<file path="src/rtl/mux_pkg.sv">
// Shared types and constants for the packet-aware two-input stream multiplexer.
package mux_pkg;

  localparam int MUX_WIDTH_DEFAULT = 8;

  typedef enum logic [1:0] {
    IDLE  = 2'd0,
    LOCK0 = 2'd1,
    LOCK1 = 2'd2
  } mux_state_e;

endpackage

</file>
<file path="src/rtl/mux_stream_sel_if.sv">
// Bundle of both input channels and the registered output channel of mux_stream_sel.
interface mux_stream_sel_if #(
  parameter int WIDTH = mux_pkg::MUX_WIDTH_DEFAULT
);

  // Handshake: a beat moves on a rising edge where valid && ready are both 1;
  // a source holds valid/data/last steady until that edge, and ready never
  // depends on the same channel's valid while a packet lock is held.
  logic             in0_valid;
  logic             in0_ready;
  logic [WIDTH-1:0] in0_data;
  logic             in0_last;
  logic             in1_valid;
  logic             in1_ready;
  logic [WIDTH-1:0] in1_data;
  logic             in1_last;
  logic             out_valid;
  logic             out_ready;
  logic [WIDTH-1:0] out_data;
  logic             out_last;
  logic             sel_o;

  modport master (
    output in0_valid, in0_data, in0_last,
    output in1_valid, in1_data, in1_last,
    output out_ready,
    input  in0_ready, in1_ready,
    input  out_valid, out_data, out_last, sel_o
  );

  modport slave (
    input  in0_valid, in0_data, in0_last,
    input  in1_valid, in1_data, in1_last,
    input  out_ready,
    output in0_ready, in1_ready,
    output out_valid, out_data, out_last, sel_o
  );

endinterface

</file>
<file path="src/rtl/rr_arb2.sv">
// Combinational two-way round-robin grant; a held packet lock overrides arbitration.
module rr_arb2
  import mux_pkg::*;
(
  input  logic       valid0,
  input  logic       valid1,
  input  logic       ptr,
  input  mux_state_e state,
  output logic       gnt_valid,
  output logic       gnt
);

  always_comb begin
    gnt_valid = 1'b0;
    gnt       = 1'b0;
    case (state)
      LOCK0: begin
        gnt_valid = 1'b1;
        gnt       = 1'b0;
      end
      LOCK1: begin
        gnt_valid = 1'b1;
        gnt       = 1'b1;
      end
      default: begin
        // ptr names the last winner, so a tie goes to the other channel.
        if (valid0 && valid1) begin
          gnt_valid = 1'b1;
          gnt       = ~ptr;
        end else if (valid0) begin
          gnt_valid = 1'b1;
          gnt       = 1'b0;
        end else if (valid1) begin
          gnt_valid = 1'b1;
          gnt       = 1'b1;
        end
      end
    endcase
  end

endmodule

</file>
<file path="src/rtl/mux_stream_sel.sv">
// Packet-aware 2:1 stream mux: round-robin between packets, lock until last,
// single registered output stage that can drain and load in the same cycle.
module mux_stream_sel
  import mux_pkg::*;
#(
  parameter int WIDTH = MUX_WIDTH_DEFAULT
) (
  input  logic                    clk,
  input  logic                    rst_n,
  mux_stream_sel_if.slave         bus,
  output mux_state_e              state_dbg
);

  mux_state_e       state;
  mux_state_e       state_nxt;
  logic             ptr;
  logic             gnt_valid;
  logic             gnt;
  logic             space;
  logic             sel_valid;
  logic             sel_last;
  logic [WIDTH-1:0] sel_data;
  logic             accept;

  logic             out_valid_q;
  logic [WIDTH-1:0] out_data_q;
  logic             out_last_q;
  logic             sel_q;

  rr_arb2 u_arb (
    .valid0    (bus.in0_valid),
    .valid1    (bus.in1_valid),
    .ptr       (ptr),
    .state     (state),
    .gnt_valid (gnt_valid),
    .gnt       (gnt)
  );

  assign space     = ~out_valid_q | bus.out_ready;
  assign sel_valid = gnt ? bus.in1_valid : bus.in0_valid;
  assign sel_last  = gnt ? bus.in1_last  : bus.in0_last;
  assign sel_data  = gnt ? bus.in1_data  : bus.in0_data;
  assign accept    = gnt_valid & sel_valid & space;

  always_ff @(posedge clk) begin
    if (!rst_n) begin
      state <= IDLE;
      ptr   <= 1'b1;
    end else begin
      state <= state_nxt;
      // The pointer only moves when a whole packet has been handed over.
      if (accept && sel_last) begin
        ptr <= gnt;
      end
    end
  end

  always_comb begin
    state_nxt = state;
    if (accept) begin
      if (sel_last) begin
        state_nxt = IDLE;
      end else begin
        state_nxt = gnt ? LOCK1 : LOCK0;
      end
    end
  end

  always_comb begin
    bus.in0_ready = 1'b0;
    bus.in1_ready = 1'b0;
    if (rst_n && gnt_valid && space) begin
      bus.in0_ready = ~gnt;
      bus.in1_ready = gnt;
    end
  end

  always_ff @(posedge clk) begin
    if (!rst_n) begin
      out_valid_q <= 1'b0;
      out_data_q  <= '0;
      out_last_q  <= 1'b0;
      sel_q       <= 1'b0;
    end else if (accept) begin
      out_valid_q <= 1'b1;
      out_data_q  <= sel_data;
      out_last_q  <= sel_last;
      sel_q       <= gnt;
    end else if (bus.out_ready) begin
      out_valid_q <= 1'b0;
    end
  end

  assign bus.out_valid = out_valid_q;
  assign bus.out_data  = out_data_q;
  assign bus.out_last  = out_last_q;
  assign bus.sel_o     = sel_q;
  assign state_dbg     = state;

endmodule
</file>
<file path="src/flat_wrapper.sv">
// flat-port wrapper written by rule: the top's interface ports become plain ports
module mux_stream_sel_flat import mux_pkg::*;
#(
  parameter int WIDTH = MUX_WIDTH_DEFAULT
)
  (clk, rst_n, state_dbg, bus_in0_valid, bus_in0_data, bus_in0_last, bus_in1_valid, bus_in1_data, bus_in1_last, bus_out_ready, bus_in0_ready, bus_in1_ready, bus_out_valid, bus_out_data, bus_out_last, bus_sel_o);
  mux_stream_sel_if #(.WIDTH(WIDTH)) bus_i ();
  input  logic clk;
  input  logic rst_n;
  output mux_state_e state_dbg;
  input wire logic [$bits(bus_i.in0_valid)-1:0] bus_in0_valid;
  input wire logic [$bits(bus_i.in0_data)-1:0] bus_in0_data;
  input wire logic [$bits(bus_i.in0_last)-1:0] bus_in0_last;
  input wire logic [$bits(bus_i.in1_valid)-1:0] bus_in1_valid;
  input wire logic [$bits(bus_i.in1_data)-1:0] bus_in1_data;
  input wire logic [$bits(bus_i.in1_last)-1:0] bus_in1_last;
  input wire logic [$bits(bus_i.out_ready)-1:0] bus_out_ready;
  output wire logic [$bits(bus_i.in0_ready)-1:0] bus_in0_ready;
  output wire logic [$bits(bus_i.in1_ready)-1:0] bus_in1_ready;
  output wire logic [$bits(bus_i.out_valid)-1:0] bus_out_valid;
  output wire logic [$bits(bus_i.out_data)-1:0] bus_out_data;
  output wire logic [$bits(bus_i.out_last)-1:0] bus_out_last;
  output wire logic [$bits(bus_i.sel_o)-1:0] bus_sel_o;
  assign bus_i.in0_valid = bus_in0_valid;
  assign bus_i.in0_data = bus_in0_data;
  assign bus_i.in0_last = bus_in0_last;
  assign bus_i.in1_valid = bus_in1_valid;
  assign bus_i.in1_data = bus_in1_data;
  assign bus_i.in1_last = bus_in1_last;
  assign bus_i.out_ready = bus_out_ready;
  assign bus_in0_ready = bus_i.in0_ready;
  assign bus_in1_ready = bus_i.in1_ready;
  assign bus_out_valid = bus_i.out_valid;
  assign bus_out_data = bus_i.out_data;
  assign bus_out_last = bus_i.out_last;
  assign bus_sel_o = bus_i.sel_o;
  mux_stream_sel #(.WIDTH(WIDTH)) u_core (.clk(clk), .rst_n(rst_n), .bus(bus_i), .state_dbg(state_dbg));
endmodule
</file>
<file path="config.mk">
export PLATFORM = sky130hd
export DESIGN_NAME = mux_stream_sel_flat
export DESIGN_NICKNAME = d
export VERILOG_FILES = /design/src/rtl/mux_pkg.sv /design/src/rtl/mux_stream_sel_if.sv /design/src/rtl/rr_arb2.sv /design/src/rtl/mux_stream_sel.sv /design/src/flat_wrapper.sv
export SDC_FILE = /design/constraint.sdc
export NUM_CORES = 1
export LEC_CHECK = 0
export ABC_AREA = 0
export BUFFER_PORTS_ARGS = -buffer_cell sky130_fd_sc_hd__buf_2
export CORE_MARGIN = 2
export CORE_UTILIZATION = 40
export DETAILED_ROUTE_END_ITERATION = 6
export PLACE_DENSITY = 0.82
export SYNTH_ARGS = -nofsm -noshare
export SYNTH_HDL_FRONTEND = slang
export SYNTH_SLANG_ARGS = --single-unit
</file>
<file path="constraint.sdc">
create_clock -name clk -period 2.15 [get_ports clk]
set_clock_uncertainty 0.05 [all_clocks]
set_input_delay 0.1075 -clock clk [delete_from_list [all_inputs] [get_ports clk]]
set_output_delay 0.1075 -clock clk [all_outputs]
set_load 0.02 [all_outputs]
</file>
---- Yosys cells after proc, flatten, opt, wreduce, memory -nomap -nowiden ----
Index checks and enable logic that the tools add are counted.
storage, ports and cells
  register bits after elaboration ......... 14
  output and inout port bits .............. 15
  word-level logic and storage cells ...... 36
operators by class
  eq/ne operators ......................... 2
  multiplexer cells ....................... 16
  bitwise operators ....................... 6
  reductions and logical operators ........ 6
operator list
  operator                                                         count
  1-bit two-way mux                                                12
  8-bit two-way mux                                                1
  1-bit logical AND                                                4
  2-bit two-way mux                                                2
  1-bit inverter                                                   3
  1-bit bitwise AND                                                2
  2-bit by 1-bit == test with 1-bit output, second input constant  1
  2-bit == test, second input constant                             1
  1-bit one-hot mux with 2 select lines                            1
  2-bit nonzero test                                               1
  2-bit OR reduction                                               1
  1-bit OR                                                         1

---- Logic depth before layout (Yosys ltp) ----
Gate-level depths: netlist of run 1.
  depth in word-level cells ............... 8
  mapped depth ............................ 7

---- Hierarchy ----
A second synthesis of run 1 with hierarchy kept.
second synthesis, totals
  cell total of the unflattened synthesis .. 82
  area total of the unflattened synthesis .. 808.3 um2
by module, submodules not included
  module          times used  cells an instance  area an instance (um2)
  mux_stream_sel  1           76                 762.0
  rr_arb2         1           6                  46.3

---- Worst setup path after synthesis of run 1 ----
Ideal clock, no wire load.
  kind .................................... register to register
  from .................................... register u_core.state[0], in the netlist u_core.state_dbg[0]
  to ...................................... register u_core.state[1], in the netlist u_core.state_dbg[1]
  data arrival time ....................... 1972 ps
  setup slack ............................. 59 ps
  cell stages (with the launch flop) ...... 8
  path buffers ............................ 1
  clock period less this slack ............ 2091 ps
  cell sequence ........................... dfxtp_1 > inv_1 > ha_1 > nor2b_1 > a222oi_1 > buf_2 > nand3b_1 > a21oi_1
between the ends
  cells in the longest elaborated chain, start to end .. 5
ends and longest elaborated chain
  item                                                                                RTL line                             source
  from (decl)                                                                         mux_stream_sel.sv:14                 mux_state_e state;
  from (signal assigned)                                                              mux_stream_sel.sv:50                 state <= state_nxt;
  2-bit == test / 2-bit by 1-bit == test with 1-bit output (equally long branches)    rr_arb2.sv:16                        case (state)
  1-bit one-hot mux with 2 select lines / 2-bit OR reduction (equally long branches)  --
  1-bit two-way mux (on tied branches)                                                mux_stream_sel.sv:40, rr_arb2.sv:16
  1-bit bitwise AND (2 in a row)                                                      mux_stream_sel.sv:43                 assign accept = gnt_valid & sel_valid & space;
Several ways; a longest one is shown, not always the timed one.
A chain may end at the register's enable or synchronous reset.

---- Final worst setup path of run 1 ----
  from .................................... register u_core.state[0], in the netlist u_core.state_dbg[0]
  to ...................................... output bus_in0_ready
between the ends
  cells in the longest elaborated chain, start to end .. 6
ends and longest elaborated chain
  item                                                                              RTL line              source
  2-bit == test / 2-bit by 1-bit == test with 1-bit output (equally long branches)  rr_arb2.sv:16
  2-bit OR reduction (no line)                                                      --
  1-bit two-way mux                                                                 rr_arb2.sv:16
  1-bit logical AND (2 in a row)                                                    mux_stream_sel.sv:72  if (rst_n && gnt_valid && space) begin
  1-bit two-way mux (*)                                                             mux_stream_sel.sv:72
  to (decl)                                                                         flat_wrapper.sv:18    output wire logic [$bits(bus_i.in0_ready)-1:0] bus_in0_ready;
Mark *: on every way between the ends. The rest lies on a longest branch, timed or not.

==> results of run 1 <==
-- routing by layer --
layer,global-route usage [%],vias up,share of wire (%)
li1,-,384,-
met1,22.8,354,43
met2,29.6,31,47
met3,5.31,5,7.2
met4,5.45,0,1.9
met5,0,-,0
-- flip-flops by register name (all words and copies together), names as in the netlist --
register and flops:
u_core.bus.out_data 8, u_core.bus.out_last 1, u_core.bus.out_valid 1, u_core.bus.sel_o 1, u_core.ptr 1, u_core.state_dbg 2
-- metrics by stage --
| step | hold slack (ns) | setup WS (ns) | area [um2] | std cells |
|---|---|---|---|---|
| 2_1_floorplan | 0.203 | 0.0587 | 658 | 88 |
| 3_5_place_dp | 0.324 | 0.306 | 865 | 139 |
| 3_3_place_gp | 0.317 | 0.379 | 865 | 139 |
| 5_1_grt | 0.0372 | 0.0188 | 887 | 142 |
| 4_1_cts | 0.0273 | 0.127 | 887 | 142 |
| 6_report | 0.0260 | 0.122 | 887 | 142 |
-- critical path, stage by stage, from the launching register on --
cell and delay, ns:
dfxtp_1 0.35, inv_1 0.05, ha_1 0.35, nor2b_1 0.23, a21o_1 0.35, nor2_1 0.08
buf_2 0.17
-- path summary, 6_finish.rpt --
path | from | to
worst max-delay path | u_core.state_dbg[0] | bus_in0_ready
worst max register to register | u_core.state_dbg[0] | u_core.bus.sel_o
worst min register to register | u_core.state_dbg[0] | u_core.state_dbg[0]
worst min-delay path | bus_in1_data[5] | u_core.bus.out_data[5]
-- cell usage after synthesis --
| library cell | count |
|---|---|
| a31oi_1 | 9 |
| buf_2 | 2 |
| a21oi_1 | 6 |
| nand2_1 | 19 |
| o21ai_1 | 7 |
| o21ai_0 | 3 |
| a21o_1 | 1 |
| o22ai_1 | 1 |
| clkbuf_1 | 2 |
| nand3_1 | 4 |
| dfxtp_1 | 14 |
| a21bo_1 | 1 |
| a211oi_1 | 1 |
| ha_1 | 1 |
| nand3b_1 | 2 |
| nor2_1 | 4 |
| inv_1 | 5 |
| nand2b_1 | 2 |
| buf_1 | 1 |
| nor2b_1 | 1 |
| a222oi_1 | 1 |
| a21boi_0 | 1 |
-- layout make-up --
cell class | instances | area share, %
inverter | 5 | 2.12
clock buffer | 3 | 2.54
timing repair buffer | 40 | 23.4
tap | 16 | 2.26
multi-input combinational | 64 | 38.1
sequential | 14 | 31.6
-- cell families (layout without fill, tap and decap cells) --
kind of cell	Yosys count	in the layout	share of synthesized area, %
simple gates	32	32	21.3
compound gates	31	31	28.1
flops	14	14	42.6
buf+inv	10	48	6.08
fa+ha+maj	1	1	1.90
-- power by group through the flow --
| stage | logic, mW | registers, mW | clock network (mW) |
|---|---|---|---|
| 2_1_floorplan | 0.0894 | 0.339 | 0 |
| 3_3_place_gp | 0.188 | 0.307 | 0 |
| 3_5_place_dp | 0.190 | 0.307 | 0 |
| 4_1_cts | 0.191 | 0.302 | 0.148 |
| 5_1_grt | 0.209 | 0.306 | 0.158 |
| 6_report | 0.191 | 0.301 | 0.150 |
==> impl_metrics.csv, run 1 <==
group,metric,value,unit
global_routing,grt_pass1_wl,2.68,mm
floorplan,die_y,44.6,um
timing,finalHoldViolations,0,
timing,worstMarginPinSlew,0.381,ns
synthesis,synth-seq-area-share,42.6,%
power_and_ir_drop,power_frac_clock,23.3,%
worst_setup_path,cp.required,1.99,ns
synthesis,synth_seq_cells,14,
global_routing,antenna_found_initial,0,
timing,slew_headroom,74.6,%
worst_setup_path,critPathCaptureType,"primary output",
cells_and_area,fin_nets,152,
drt,routed_wl,1.64,mm
cells_and_area,mostFrequentLayoutCells,"buf_2 (37), nand2_1 (19), dfxtp_1 (14)",
drt,route.vias.total,774,
timing,min_period,2.03,ns
global_routing,grt_overflow,0,
clock_tree,cts_max_level,1,
cells_and_area,fillCellCount,135,
floorplan,std_cell_rows,14,
place,numPortBuffers,37,
synthesis,yosysWarnings,0,
power_and_ir_drop,p_int,0.428,mW
worst_setup_path,cp_max_fo,13,
power_and_ir_drop,p_leak,0.456,nW
clock_tree,cts_tree,"built",
power_and_ir_drop,vdd_ir_drop_max,358,uV
run_status,status,"finished clean",
power_and_ir_drop,combPwrFrac,29.7,%
clock_tree,worstSkewPairLatency,0.28,ns
floorplan,core,1520,um2
floorplan,die_w,44.6,um
global_routing,grt_max_degree,19,
place,post-dp-hpwl,1.26,mm
drt,drt_pre_antenna_iters,5,
timing,rsz0062_at_grt,"no",
job,drv_cap,0,
floorplan,io_pins,38,
synthesis,synthTopCellsByArea,"dfxtp_1 (43%), nand2_1 (11%), a31oi_1 (8.6%)",
power_and_ir_drop,sw_frac_of_total,33.3,%
clock_tree,postCtsSetupRepairBufs,0,
place,gp_congestion,0.772,
drt,vias_per_cell,5.45,
timing,tns,0,ns
drt,wire_per_inst,11.5,um
synthesis,syn_area_per_cell,7.48,um2
timing,drv_slew,0,
worst_setup_path,start_kind,"register",
synthesis,syn_inst,88,
synthesis,syn_area,658,um2
worst_setup_path,worst_ep_arrival_time,1.87,ns
power_and_ir_drop,power.switching,0.214,mW
timing,setup_viol,0,
synthesis,synth.distinct_cells,22,
clock_tree,cts-root-buf,"clkbuf_4",
cells_and_area,fin_util,58.2,%
floorplan,fp.dieArea,1990,um2
clock_tree,cts_resized,0,
drt,drc,0,
clock_tree,cts-hold-fix-buffers,0,
cells_and_area,layout-drive-gt1-share,34.1,%
synthesis,yosys.area.top_type_share,42.6,%
synthesis,synth_top_area_cell,"dfxtp_1",
worst_hold_path,min_path_cells,3,
global_routing,grt_pass1_vias,668,
drt,drt_iter0_drc,20,
cells_and_area,n_antenna_cell,0,
synthesis,synth_fp_nets,112,
cells_and_area,layout_commonest_cell,"buf_2",
clock_tree,clock_sinks,14,
clock_tree,numCtsBuffers,3,
global_routing,grt_usage,18.1,%
power_and_ir_drop,finalPower,0.642,mW
clock_tree,clockBufferDepth,2,
timing,timing.fmax,493,MHz
worst_setup_path,ff2ff_path_depth,7,
worst_hold_path,hp-class,"primary input to register",
cells_and_area,syn2layout_area_growth,34.8,%
worst_setup_path,crit_type,"register to primary output",
drt,ant_nets,0,
cells_and_area,register_area,280,um2
clock_tree,path_clk_slew,0.08,ns
cells_and_area,multi_input_area,338,um2
worst_setup_path,r2r_slack,0.28,ns
floorplan,start_util,43.2,%
power_and_ir_drop,power.density,724,nW/um2
power_and_ir_drop,seq_power_share,47.0,%
timing,timing.final.crit_share,94.3,%
No activity file was read; power rests on OpenSTA's default activity.
==> run 2: changes to the inputs <==
--- a/config.mk
+++ b/config.mk
@@ -9,6 +9,7 @@
 export BUFFER_PORTS_ARGS = -buffer_cell sky130_fd_sc_hd__buf_2
 export CORE_MARGIN = 2
 export CORE_UTILIZATION = 40
+export CTS_BUF_LIST = sky130_fd_sc_hd__clkbuf_8
 export DETAILED_ROUTE_END_ITERATION = 6
 export PLACE_DENSITY = 0.82
 export SYNTH_ARGS = -nofsm -noshare
==> run 2 against run 1 <==
Compared with the run above:
- non-clock buffer count unchanged
- setup slack better by 0.042 ns
- via count down 1.3%
- critical path type unchanged
- critical endpoint unchanged
- largest power group unchanged
==> impl_metrics.csv, run 2 (same netlist as run 1, synthesis figures left out) <==
group,metric,value,unit
timing,tns,0,ns
timing,finalHoldViolations,0,
timing,drv_slew,0,
worst_setup_path,worst_ep_arrival_time,1.83,ns
global_routing,grt_pass1_wl,2.70,mm
floorplan,std_cell_rows,14,
clock_tree,path_clk_slew,0.05,ns
worst_setup_path,ff2ff_path_depth,7,
cells_and_area,fin_nets,152,
floorplan,core,1520,um2
drt,ant_nets,0,
power_and_ir_drop,vdd_ir_drop_max,427,uV
cells_and_area,syn2layout_area_growth,37.6,%
clock_tree,cts-root-buf,"clkbuf_8",
worst_setup_path,crit_chain,"inv_1, ha_1, nor2b_1, a21o_1, nor2_1, buf_2",
clock_tree,cts_resized,0,
power_and_ir_drop,p_leak,0.463,nW
worst_hold_path,min_path_cells,3,
global_routing,grt_usage,18.6,%
timing,worstMarginPinSlew,0.388,ns
clock_tree,clockBufferDepth,2,
worst_setup_path,start_kind,"register",
drt,route.vias.total,764,
floorplan,die_w,44.6,um
power_and_ir_drop,power.density,775,nW/um2
global_routing,grt_pass1_vias,675,
timing,setup_viol,0,
worst_hold_path,hp-class,"primary input to register",
worst_setup_path,worstReg2RegEnd,"u_core.bus.sel_o",
drt,drt_iter0_drc,13,
timing,min_period,1.99,ns
timing,timing.final.crit_share,92.4,%
worst_setup_path,cp_max_fo,13,
clock_tree,cts_tree,"built",
timing,fin_ws,0.164,ns
worst_hold_path,hold_path.startpoint,"bus_in0_data[2]",
global_routing,grt_overflow,0,
floorplan,die_y,44.6,um
job,drv_cap,0,
floorplan,fp.dieArea,1990,um2
floorplan,start_util,43.2,%
clock_tree,postCtsSetupRepairBufs,0,
drt,routed_wl,1.63,mm
place,dpl-instance-area,865,um2
run_status,status,"finished clean",
timing,timing.fmax,503,MHz
drt,drc,0,
place,gp_congestion,0.772,
clock_tree,numCtsBuffers,3,
drt,drt_pre_antenna_iters,4,
cells_and_area,layout_commonest_cell,"buf_2",
clock_tree,cts-hold-fix-buffers,0,
global_routing,grt_max_degree,19,
worst_setup_path,r2r-start,"u_core.state_dbg[0]",
drt,wl_met1,698,um
cells_and_area,layout-drive-gt1-share,34.1,%
global_routing,antenna_found_initial,0,
worst_setup_path,r2r_slack,0.28,ns
timing,rsz0062_at_grt,"no",
cells_and_area,n_antenna_cell,0,
drt,route.met2.wl,803,um
worst_setup_path,critPathCaptureType,"primary output",
clock_tree,clock_sinks,14,
drt,vias_per_cell,5.38,
clock_tree,worstSkewPairLatency,0.24,ns
worst_setup_path,slowest_stage,"a21o_1",
worst_hold_path,hold_end,"u_core.bus.out_data[2]",
worst_setup_path,cp.required,1.99,ns
timing,slew_headroom,74.1,%
cells_and_area,mostFrequentLayoutCells,"buf_2 (37), nand2_1 (19), dfxtp_1 (14)",
floorplan,io_pins,38,
drt,wire_per_inst,11.5,um
worst_setup_path,crit_start,"u_core.state_dbg[0]",
cells_and_area,fin_util,59.4,%
power_and_ir_drop,finalPower,0.702,mW
worst_setup_path,crit_buf_inv,2,
drt,top_layer_used,"met4",
cells_and_area,largest_register_ffs,8,
place,dpl_worst_slack,0.306,ns
worst_setup_path,crit_type,"register to primary output",
clock_tree,cts_max_level,1,
worst_setup_path,slowest_delay,0.36,ns
place,numPortBuffers,37,
worst_setup_path,crit_family,"compound AO/OA/AOI/OAI gates",
drt,met3WireLength,117,um
cells_and_area,final_area,906,um2
place,post-dp-hpwl,1.26,mm
## run 2: cell count changes in the layout (fill, tap and decap cells not counted)
| cell | before | now |
|---|---|---|
| clkbuf_4 | 3 | 0 |
| clkbuf_8 | 0 | 3 |
## run 2: worst register-to-register path: stages (launching register included)
cell and delay (ns):
dfxtp_1 0.34, inv_1 0.05, ha_1 0.36, nor2b_1 0.10, a222oi_1 0.37, buf_4 0.28
nor2_1 0.06, a211oi_1 0.18
## run 2: report_power, final
part / switching (mW) / internal, mW
logic: 0.115 / 0.0758
registers: 0.0143 / 0.288
clock network: 0.0854 / 0.124
total: 0.215 / 0.487
## run 2: metrics by stage
step	std cells	hold WS, ns
2_1_floorplan	88	0.203
3_3_place_gp	139	0.317
3_5_place_dp	139	0.324
4_1_cts	142	0.0678
5_1_grt	142	0.0760
6_report	142	0.0698
## run 2: per-layer routing
metal,vias to the layer above,global-route usage (%)
met5,-,0
met4,0,5.45
met3,2,7.76
met2,27,29.6
met1,352,22.8
li1,383,-
## run 2: how the worst max path moves through the flow
stage	end	slack (ns)	cells after the start
floorplan	u_core.state_dbg[1]	0.06	7
global placement	u_core.bus.sel_o	0.38	7
detailed placement	u_core.bus.sel_o	0.31	7
CTS	bus_in0_ready	0.17	6
global route	bus_in0_ready	0.06	6
finish	bus_in0_ready	0.16	6
## run 2: area by class of cell
cell class	instances	area, um2
clock buffers	3	41.3
fillers	131	618
inverters	5	18.8
multi-input cells	64	338
flip-flops and latches	14	280
well taps	16	20.0
repair buffers	40	208
==> run 3: changes to the inputs <==
--- a/config.mk
+++ b/config.mk
@@ -8,10 +8,10 @@
 export ABC_AREA = 0
 export BUFFER_PORTS_ARGS = -buffer_cell sky130_fd_sc_hd__buf_2
 export CORE_MARGIN = 2
-export CORE_UTILIZATION = 40
+export CORE_UTILIZATION = 44
 export CTS_BUF_LIST = sky130_fd_sc_hd__clkbuf_8
 export DETAILED_ROUTE_END_ITERATION = 6
-export PLACE_DENSITY = 0.82
+export PLACE_DENSITY = 0.88
 export SYNTH_ARGS = -nofsm -noshare
 export SYNTH_HDL_FRONTEND = slang
 export SYNTH_SLANG_ARGS = --single-unit
==> run 3 against run 2 <==
Compared with the run above:
- non-clock buffer count is the same
- global-route usage grew 2.3 points
- via count fell by 0.52%
- critical path type unchanged
- first-iteration DRC count fell by 15%
- die area is 8.3% lower
- largest power group unchanged
- register-to-register slack got worse by 0.02 ns
- sequential power barely moved
- design area down 0.14%
- sequential cell count unchanged
- sequential share of layout area about the same
- utilization increased by 7.6 points
- count of clock-buffer cells in the layout unchanged
==> impl_metrics.csv, run 3 (same netlist as run 1, synthesis figures left out) <==
group,metric,value,unit
drt,routed_wl,1.76,mm
worst_setup_path,r2r-start,"u_core.state_dbg[0]",
worst_setup_path,critPathCaptureType,"primary output",
floorplan,die_y,42.7,um
timing,min_period,2.00,ns
worst_hold_path,hold_path.startpoint,"bus_in0_data[1]",
timing,drv_slew,0,
worst_setup_path,start_kind,"register",
clock_tree,clockBufferDepth,2,
clock_tree,cts-root-buf,"clkbuf_8",
worst_setup_path,worstReg2RegEnd,"u_core.bus.sel_o",
clock_tree,cts_max_level,1,
timing,slew_headroom,72.6,%
worst_hold_path,hold_end,"u_core.bus.out_data[1]",
drt,vias_per_cell,5.39,
worst_setup_path,ff2ff_path_depth,7,
drt,drc,0,
cells_and_area,n_antenna_cell,0,
clock_tree,clock_sinks,14,
drt,route.vias.total,760,
clock_tree,postCtsSetupRepairBufs,0,
cells_and_area,stdcell_count,141,
timing,finalHoldViolations,0,
floorplan,core,1350,um2
place,dp_cells,138,
clock_tree,cts_tree,"built",
floorplan,start_util,48.7,%
clock_tree,path_clk_slew,0.05,ns
power_and_ir_drop,power.density,783,nW/um2
cells_and_area,fin_nets,152,
power_and_ir_drop,p_leak,0.463,nW
cells_and_area,layout_commonest_cell,"buf_2",
global_routing,grt_pass1_wl,2.89,mm
cells_and_area,multi_input_area,338,um2
cells_and_area,syn2layout_area_growth,37.5,%
worst_setup_path,worst_ep_arrival_time,1.84,ns
run_status,status,"finished clean",
timing,tns,0,ns
cells_and_area,mostFrequentLayoutCells,"buf_2 (37), nand2_1 (19), dfxtp_1 (14)",
place,gp_congestion,0.793,
floorplan,io_pins,38,
clock_tree,cts_resized,0,
power_and_ir_drop,vdd_ir_drop_max,416,uV
timing,rsz0062_at_grt,"no",
clock_tree,numCtsBuffers,3,
worst_setup_path,r2r_slack,0.26,ns
global_routing,antenna_found_initial,0,
global_routing,grt_overflow,0,
job,drv_cap,0,
clock_tree,worstSkewPairLatency,0.25,ns
timing,timing.final.crit_share,92.9,%
global_routing,grt_pass1_vias,664,
worst_setup_path,cp.required,1.99,ns
drt,drt_iter0_drc,11,
cells_and_area,largest_register_ffs,8,
timing,worstMarginPinSlew,0.410,ns
floorplan,die_w,42.7,um
drt,ant_nets,0,
cells_and_area,layout-drive-gt1-share,34.1,%
worst_hold_path,min_path_cells,3,
worst_setup_path,crit_start,"u_core.state_dbg[0]",
timing,timing.fmax,501,MHz
worst_setup_path,crit_type,"register to primary output",
cells_and_area,fillCellCount,132,
floorplan,std_cell_rows,13,
cells_and_area,register_area,280,um2
global_routing,grt_max_degree,19,
cells_and_area,fin_util,67.0,%
clock_tree,cts-hold-fix-buffers,0,
place,numPortBuffers,37,
worst_hold_path,hp-class,"primary input to register",
place,post-dp-hpwl,1.32,mm
floorplan,fp.dieArea,1820,um2
global_routing,grt_usage,20.9,%
drt,drt_pre_antenna_iters,4,
drt,wire_per_inst,12.5,um
worst_setup_path,cp_max_fo,13,
timing,setup_viol,0,
-- run 3: cell counts in the layout (fill, tap and decap cells not counted) --
No cell type changed its count.
-- run 3: worst max-delay path, stage by stage, from the launching register on --
cell and delay (ns):
dfxtp_1 0.34, inv_1 0.05, ha_1 0.36, nor2b_1 0.22, a21o_1 0.37, nor2_1 0.08
buf_2 0.17
-- run 3: per-stage QoR --
stage	hold WS [ns]	power, mW	area, um2	setup slack (ns)
2_1_floorplan	0.203	0.428	658	0.0587
3_3_place_gp	0.318	0.494	863	0.387
3_5_place_dp	0.326	0.501	863	0.287
4_1_cts	0.0606	0.715	905	0.156
5_1_grt	0.0686	0.745	905	0.00370
6_report	0.0656	0.708	905	0.152
-- run 3: cell type report --
type,instances,area share [%]
multi-input cells,64,37.3
flip-flops and latches,14,31.0
repair buffers,40,23.0
clock buffers,3,4.56
inverters,5,2.07
well taps,15,2.07
-- run 3: power by group --
group | internal (mW) | switching, mW
Combinational | 0.0758 | 0.118
Sequential | 0.288 | 0.0139
Clock | 0.124 | 0.0887
-- run 3: how the worst max path moves through the flow --
| stage | end | slack (ns) | depth (start not counted) |
|---|---|---|---|
| 6_report | bus_in0_ready | 0.15 | 6 |
| 3_3_place_gp | u_core.bus.sel_o | 0.39 | 7 |
| 4_1_cts | bus_in0_ready | 0.16 | 6 |
| 5_1_grt | bus_in0_ready | 0.004 | 6 |
| 3_5_place_dp | u_core.bus.sel_o | 0.29 | 7 |
| 2_1_floorplan | u_core.state_dbg[1] | 0.06 | 7 |
-- run 3: layer usage --
layer	track usage [%]	routed length (um)	up-vias
met5	0	0	-
met3	6.38	95	5
met4	10.0	31	0
met2	35.2	880	22
met1	23.7	756	344
li1	-	-	389
